[src/rtl/csr_bus_arbiter.sv]
// Round-robin arbiter sharing one CSR strobe/data bus between NUM_MASTERS requesters.
// One access in flight: IDLE -> STROBE -> ACK -> IDLE, all outputs registered.
module csr_bus_arbiter #(
  parameter int NUM_MASTERS          = 2,
  parameter int CSR_DATA_BUS_WIDTH   = 32,
  parameter int CSR_STROBE_BUS_WIDTH = 32,
  localparam int SEL_W = (CSR_STROBE_BUS_WIDTH > 1) ? $clog2(CSR_STROBE_BUS_WIDTH) : 1,
  localparam int DW    = CSR_DATA_BUS_WIDTH,
  localparam int SW    = CSR_STROBE_BUS_WIDTH
) (
  input  logic                         clk,
  input  logic                         rst,
  input  logic [NUM_MASTERS-1:0]       req_i,
  input  logic [NUM_MASTERS-1:0]       we_i,
  input  logic [NUM_MASTERS*SEL_W-1:0] sel_i,
  input  logic [NUM_MASTERS*DW-1:0]    wdata_i,
  output logic [NUM_MASTERS-1:0]       ack_o,
  output logic [DW-1:0]                rdata_o,
  output logic                         busy_o,
  output logic [DW-1:0]                csr_data_o,
  output logic [SW-1:0]                csr_stb_o,
  input  logic [DW*SW-1:0]             csr_data_i
);

  localparam int PTR_W = (NUM_MASTERS > 1) ? $clog2(NUM_MASTERS) : 1;

  localparam logic [1:0] IDLE   = 2'd0;
  localparam logic [1:0] STROBE = 2'd1;
  localparam logic [1:0] ACK    = 2'd2;

  logic [1:0]             r_state;
  logic [PTR_W-1:0]       r_ptr;
  logic [PTR_W-1:0]       r_grant;
  logic [SEL_W-1:0]       r_sel;
  logic [NUM_MASTERS-1:0] r_ack;
  logic [DW-1:0]          r_rdata;
  logic                   r_busy;
  logic [DW-1:0]          r_csr_data;
  logic [SW-1:0]          r_csr_stb;

  logic                   w_found;
  logic [PTR_W-1:0]       w_gidx;
  logic [PTR_W-1:0]       w_ptr_nxt;
  logic                   w_we;
  logic [SEL_W-1:0]       w_sel;
  logic [DW-1:0]          w_wdata;
  logic [SW-1:0]          w_stb;
  logic [DW-1:0]          w_rd;
  logic [NUM_MASTERS-1:0] w_ack;

  // Rotating priority: first pass covers [ptr, N-1], second pass wraps to [0, ptr-1].
  always_comb begin
    w_found = 1'b0;
    w_gidx  = '0;
    for (int unsigned i = 0; i < NUM_MASTERS; i++) begin
      if (!w_found && req_i[i] && (PTR_W'(i) >= r_ptr)) begin
        w_found = 1'b1;
        w_gidx  = PTR_W'(i);
      end
    end
    for (int unsigned i = 0; i < NUM_MASTERS; i++) begin
      if (!w_found && req_i[i]) begin
        w_found = 1'b1;
        w_gidx  = PTR_W'(i);
      end
    end
  end

  assign w_ptr_nxt = (w_gidx == PTR_W'(NUM_MASTERS - 1)) ? '0 : w_gidx + 1'b1;

  always_comb begin
    w_we    = 1'b0;
    w_sel   = '0;
    w_wdata = '0;
    for (int unsigned i = 0; i < NUM_MASTERS; i++) begin
      if (PTR_W'(i) == w_gidx) begin
        w_we    = we_i[i];
        w_sel   = sel_i[i*SEL_W +: SEL_W];
        w_wdata = wdata_i[i*DW +: DW];
      end
    end
  end

  // Out-of-range selects match no strobe bit and read back as zero.
  always_comb begin
    w_stb = '0;
    w_rd  = '0;
    for (int unsigned j = 0; j < SW; j++) begin
      w_stb[j] = w_we && (w_sel == SEL_W'(j));
      if (r_sel == SEL_W'(j)) begin
        w_rd = csr_data_i[j*DW +: DW];
      end
    end
  end

  always_comb begin
    w_ack = '0;
    for (int unsigned i = 0; i < NUM_MASTERS; i++) begin
      w_ack[i] = (r_grant == PTR_W'(i));
    end
  end

  always_ff @(posedge clk or posedge rst) begin
    if (rst) begin
      r_state    <= IDLE;
      r_ptr      <= '0;
      r_grant    <= '0;
      r_sel      <= '0;
      r_ack      <= '0;
      r_rdata    <= '0;
      r_busy     <= 1'b0;
      r_csr_data <= '0;
      r_csr_stb  <= '0;
    end else begin
      case (r_state)
        IDLE: begin
          if (w_found) begin
            r_state   <= STROBE;
            r_busy    <= 1'b1;
            r_grant   <= w_gidx;
            r_sel     <= w_sel;
            r_ptr     <= w_ptr_nxt;
            r_csr_stb <= w_stb;
            if (w_we) begin
              r_csr_data <= w_wdata;
            end
          end
        end
        STROBE: begin
          r_state   <= ACK;
          r_csr_stb <= '0;
          r_ack     <= w_ack;
          r_rdata   <= w_rd;
        end
        ACK: begin
          r_state <= IDLE;
          r_ack   <= '0;
          r_busy  <= 1'b0;
        end
        default: begin
          r_state   <= IDLE;
          r_ack     <= '0;
          r_busy    <= 1'b0;
          r_csr_stb <= '0;
        end
      endcase
    end
  end

  assign ack_o      = r_ack;
  assign rdata_o    = r_rdata;
  assign busy_o     = r_busy;
  assign csr_data_o = r_csr_data;
  assign csr_stb_o  = r_csr_stb;

endmodule

[config.mk]
export PLATFORM = sky130hd
export DESIGN_NAME = csr_bus_arbiter
export DESIGN_NICKNAME = d
export VERILOG_FILES = /design/src/rtl/csr_bus_arbiter.sv
export SDC_FILE = /design/constraint.sdc
export NUM_CORES = 1
export LEC_CHECK = 0
export CAP_MARGIN = 20
export CORE_AREA = 2 2 466 468
export CTS_CLUSTER_SIZE = 16
export DETAILED_ROUTE_END_ITERATION = 8
export DIE_AREA = 0 0 468 470
export HOLD_SLACK_MARGIN = 0.05
export PLACE_DENSITY = 0.3
export REMOVE_ABC_BUFFERS = 1
export SYNTH_ARGS = -nofsm -noshare
export SYNTH_HDL_FRONTEND = slang
export SYNTH_SLANG_ARGS = --single-unit
[constraint.sdc]
create_clock -name clk -period 10.5 [get_ports clk]
set_clock_uncertainty 0.15 [all_clocks]
set_input_delay 1.05 -clock clk [delete_from_list [all_inputs] [get_ports clk]]
set_output_delay 1.05 -clock clk [all_outputs]
set_load 0.02 [all_outputs]
**Word level (Yosys, flattened, before mapping)**

Cells that the tools add are included.

- Register bits after elaboration: 108
- Latch bits: 0
- Bits in writable memories: 0
- ROM bits: 0
- Input port bits: 1,104
- Logic and storage cells: 177
- Memories: 0

- $add $sub $neg: 1
- Multipliers: 0
- Div/mod/pow operators: 0
- Magnitude comparators: 2
- Equality and inequality tests: 65
- Shift-type cells: 0
- Mux-type cells: 50
- Bitwise logic cells: 3
- Reductions and logical operators: 47

Operators with widths:

| operator | number |
|---|---|
| $mux 32 | 34 |
| $eq 5x5->1 const B | 32 |
| $eq 5x4->1 const B | 16 |
| $pmux 32 s2 | 1 |
| $eq 5x3->1 const B | 8 |
| $logic_and 1x1->1 | 37 |
| $eq 5x2->1 const B | 4 |
| $eq 5x1->1 const B | 2 |
| $logic_not 5->1 | 2 |
| $mux 1 | 10 |
| $pmux 2 s2 | 2 |
| $reduce_and 2->1 | 3 |
| $mux 5 | 1 |
| $logic_not 1->1 | 3 |
| $not 1->1 | 3 |
| $reduce_and 3->1 | 1 |
| $eq 2x1->1 const B | 1 |
| $eq 2x2->1 const B | 1 |
| $ge 1x1->1 const A | 2 |
| $logic_not 2->1 | 1 |
| $mux 2 | 1 |
| $ne 2x2->1 const B | 1 |
| $pmux 1 s2 | 1 |
| $add 1x1->1 const B | 1 |

**Logic depth before layout (Yosys ltp)**

- Depth in word-level cells: 33
- Depth in mapped cells: 12

**Worst setup path after synthesis**

Ideal clock, no wire load.

- Path kind: in2reg
- From: input req_i[0]
- To: register r_csr_data[10], in the netlist csr_data_o[10]
- Setup time: 82 ps
- Data arrival time: 2,435 ps
- Required time: 10,268 ps
- Setup slack: 7,833 ps
- Cell stages on the path: 8
- Buffers on the path: 2
- Path through: inv_1 -> o21a_1 -> clkbuf_1 -> nand2_1 -> a21oi_1 -> clkbuf_1 -> nor2_1 -> a31oi_1

- Word-level cells in the longest chain between the ends: 14

Ends and longest elaborated chain:

| element | line | text |
|---|---|---|
| start: declaration | 13 | `input logic [NUM_MASTERS-1:0] req_i,` |
| $logic_and 1x1->1 | 56 | `if (!w_found && req_i[i] && (PTR_W'(i) >= r_ptr)) begin` |
| $mux 1 | 56 |  |
| $logic_not 1->1 | 56 |  |
| $logic_and 1x1->1 (2 in a row) | 56 |  |
| $mux 1 | 56 |  |
| $logic_not 1->1 | 62 | `if (!w_found && req_i[i]) begin` |
| $logic_and 1x1->1 | 62 |  |
| $mux 1 | 62 |  |
| $logic_not 1->1 | 62 |  |
| $logic_and 1x1->1 | 62 |  |
| $mux 1 | 62 |  |
| $mux 1 | 76 | `if (PTR_W'(i) == w_gidx) begin` |
| $reduce_and 3->1 (no source line) | - |  |
| end signal: assignment | 125 | `r_csr_data <= w_wdata;` |
| end: declaration | 38 | `logic [DW-1:0] r_csr_data;` |

Parallel ways exist; a longest one is shown, timed or not.
A chain may end at the register's enable or synchronous reset.

**Final worst setup path**

- From: register r_sel[1]
- To: register r_rdata[15], in the netlist rdata_o[15]

- Word-level cells in the longest chain between the ends: 33

Ends and longest elaborated chain:

| element | line | text |
|---|---|---|
| start: declaration | 34 | `logic [SEL_W-1:0] r_sel;` |
| start signal: assignment | 121 | `r_sel <= w_sel;` |
| $logic_not 5->1 | 90 | `if (r_sel == SEL_W'(j)) begin` |
| $mux 32 (31 in a row) | 90 |  |
| $mux 32 (*) | 90 |  |
| end signal: assignment | 133 | `r_rdata <= w_rd;` |
| end: declaration | 36 | `logic [DW-1:0] r_rdata;` |

Every way passes the cells marked *; elsewhere a longest branch is shown, timed or not.

==> flow_metrics.tcl <==
set metrics [dict create \
    outcome "finished clean" \
    ant_nets 0 \
    setup_tns_ps 0 \
    crit_chain "buf_4, nor3b_1, nand2_1, o221ai_1, nand3_1, a221oi_1, buf_4, o22ai_1" \
    synthAdderAreaFrac_pct 0 \
    crit_type "reg -> reg" \
    final_layout_size_suffix_gt1_share_pct 7.69 \
    cts_buffer_depth 2 \
    grt_max_degree 59 \
    crit_top_cell "buf_4" \
    slew_violations 0 \
    synth_top_area_cell "dfrtp_1" \
    worst_setup_path_end_kind "register" \
    start_kind "register" \
    clock.fmax_ghz 0.167 \
    hold_class "reg -> reg" \
    synth_compound_area_share_pct 47.9 \
    ys_ff_latch 108 \
    grt_pass1_wl_um 344000 \
    critPathTopFamily "simple AND/OR/NAND/NOR gates" \
    syn_inst 2029 \
    finalHoldViolCount 0 \
    die_h_um 470 \
    rows 171 \
    muxShareOfSynthArea_pct 2.11 \
    fin_cells 6098 \
    fin_crit_sh_pct 57.0 \
    synth-simple-area-share_pct 23.7 \
    cts_made_buffers 9 \
    p_per_area_nw_per_um2 253 \
    clkLatencyLatePin_ps 440 \
    place_inst 6011 \
    dpl-instance-area_um2 29800 \
    place_congestion 0.897 \
    post_cts_buffers 0 \
    drtIter0Drc 2249 \
    ys_warn_count 0 \
    synth_edf_count 0 \
    first_pass_iters 6 \
    synth_top_area_share_pct 19.5 \
    gr-total-overflow 0 \
    relSlewSlack_pct 4.03 \
    yosysMostFrequentCell "nand2_1" \
    worst-path-buf-inv 2 \
    regArea_um2 2720 \
    synth_xor_xnor_area_share_pct 0 \
    synthFlopType "dfrtp_1" \
    io_buffers 1202 \
    core_area_um2 216000 \
    hold_buffers 0 \
    clkTransAtPathRegs_ps 100 \
    synth_cell_type_count 84 \
    power.leakage_nw 10.1 \
    final_area_um2 30300 \
    arrival_ps 6160 \
    cts_root_buf "clkbuf_16" \
    cts_resized 0 \
    async_reset_ff_share_pct 100 \
    rsz0062_at_grt "no" \
    finalSetupViolCount 0 \
    htree_num_levels 3 \
    drcViolationCount 0 \
    drv_cap 0 \
    yosys-top-cells-count "nand2_1 (229), a21oi_1 (219), nor2_1 (201)" \
    viasPerCell 4.12 \
    synth_top_family_by_area "compound AO/OA/AOI/OAI gates" \
    dp_hpwl_um 247000 \
    routedWlPerCell_um 46.8 \
    grt_antenna_before_repair 249 \
    period_minus_slack_ps 5980 \
    ys_seq_area_share_pct 19.5 \
    crit_fanout 58 \
    nets 4272 \
    synth_area_um2 13900 \
    die_x_um 468 \
    fillers 24958 \
    synth_area_leaders "dfrtp_1 (19%), a21oi_1 (7.9%), nand2_1 (6.2%), o21ai_0 (5.7%), nor2_1 (5.4%)" \
    crit_required_ps 10670 \
    cts.sinks 108 \
    grt_use_total_pct 24.9 \
    tightest_slew_ps 1440 \
    max_stage_delay_ps 1270 \
    vdd_ir_drop_max_mv 0.134 \
    multi_input_comb_area_um2 10500 \
    grt_pass1_vias 25375 \
    io_pins 1203 \
    start_util_pct 6.44 \
    cts_tree "done" \
    drt_wl_total_um 286000 \
    areaGrowthSynthToFinish_pct 118 \
    vias 25129 \
    postSynthAreaPerCell_um2 6.85 \
    worst_path_max_delay_cell "a221oi_1" \
    dieArea_um2 220000 \
]
## final cells by class
type | instances | share of cell area, %
sequential | 108 | 8.99
clock inverter | 7 | 0.302
clock buffer | 9 | 0.744
tap | 2854 | 11.8
inverter | 13 | 0.186
multi-input combinational | 1713 | 34.7
timing repair buffer | 1323 | 42.7
antenna | 71 | 0.587
## path summary, 6_finish.rpt
kind	from	to	slack [ps]	depth (start not counted)
max	r_sel[1]	rdata_o[15]	4520	8
min	csr_stb_o[8]	csr_stb_o[8]	370	1
min in group asynchronous	rst	csr_data_o[31]	850	2
max reg2reg	r_sel[1]	rdata_o[15]	4520	8
min reg2reg	csr_stb_o[8]	csr_stb_o[8]	370	1
max in group asynchronous	rst	csr_data_o[5]	7560	4
## report_power, final
group | internal [mW] | switching, mW | leakage [nW]
Sequential | 0.571 | 0.264 | 1.32
Clock | 0.174 | 0.255 | 0.153
Combinational | 1.81 | 4.60 | 8.64
Total | 2.56 | 5.12 | 10.1
## cells in the final DEF, fill, tap and decap left out, types with 16 or more instances in the layout
master / instances
a21o_1: 21
a21oi_1: 218
a221o_1: 19
a221oi_1: 44
a22o_1: 48
a22oi_1: 68
a31oi_1: 60
buf_4: 119
clkdlybuf4s50_1: 1202
dfrtp_1: 103
diode_2: 71
mux2i_1: 18
nand2_1: 226
nand2b_1: 31
nand3_1: 42
nor2_1: 184
nor2b_1: 16
nor3_1: 46
o211ai_1: 23
o21ai_0: 157
o221ai_1: 59
o22ai_1: 118
## registers in the layout, indices dropped and copies added, names as in the netlist
signal,flops
rdata_o,32
csr_data_o,32
r_state,2
csr_stb_o,32
r_grant,1
ack_o,2
r_sel,5
r_ptr,1
busy_o,1
## per-layer routing
layer / vias up / track usage (%) / part of all wire [%]
met5: - / 0 / 0.34
met3: 413 / 8.08 / 8.6
met1: 12681 / 28.5 / 39
li1: 10316 / - / -
met2: 1571 / 44.5 / 50
met4: 148 / 5.69 / 2.5
## through the flow
stage / utilization, % / power, mW / hold slack, ps / worst slack (ps)
2_1_floorplan: - / 2.96 / 319 / 4690
3_3_place_gp: 13.8 / 7.36 / 340 / 4690
3_5_place_dp: 13.8 / 7.33 / 341 / 4750
4_1_cts: 14.0 / 7.80 / 371 / 4730
5_1_grt: 14.0 / 7.95 / 397 / 4550
6_report: 14.0 / 7.67 / 371 / 4520
## kinds of logic after synthesis
group,count (synthesis)
compound gates,989
buf+inv,208
flops,108
mux,28
simple gates,696
Power figures use the tool's default switching activity.
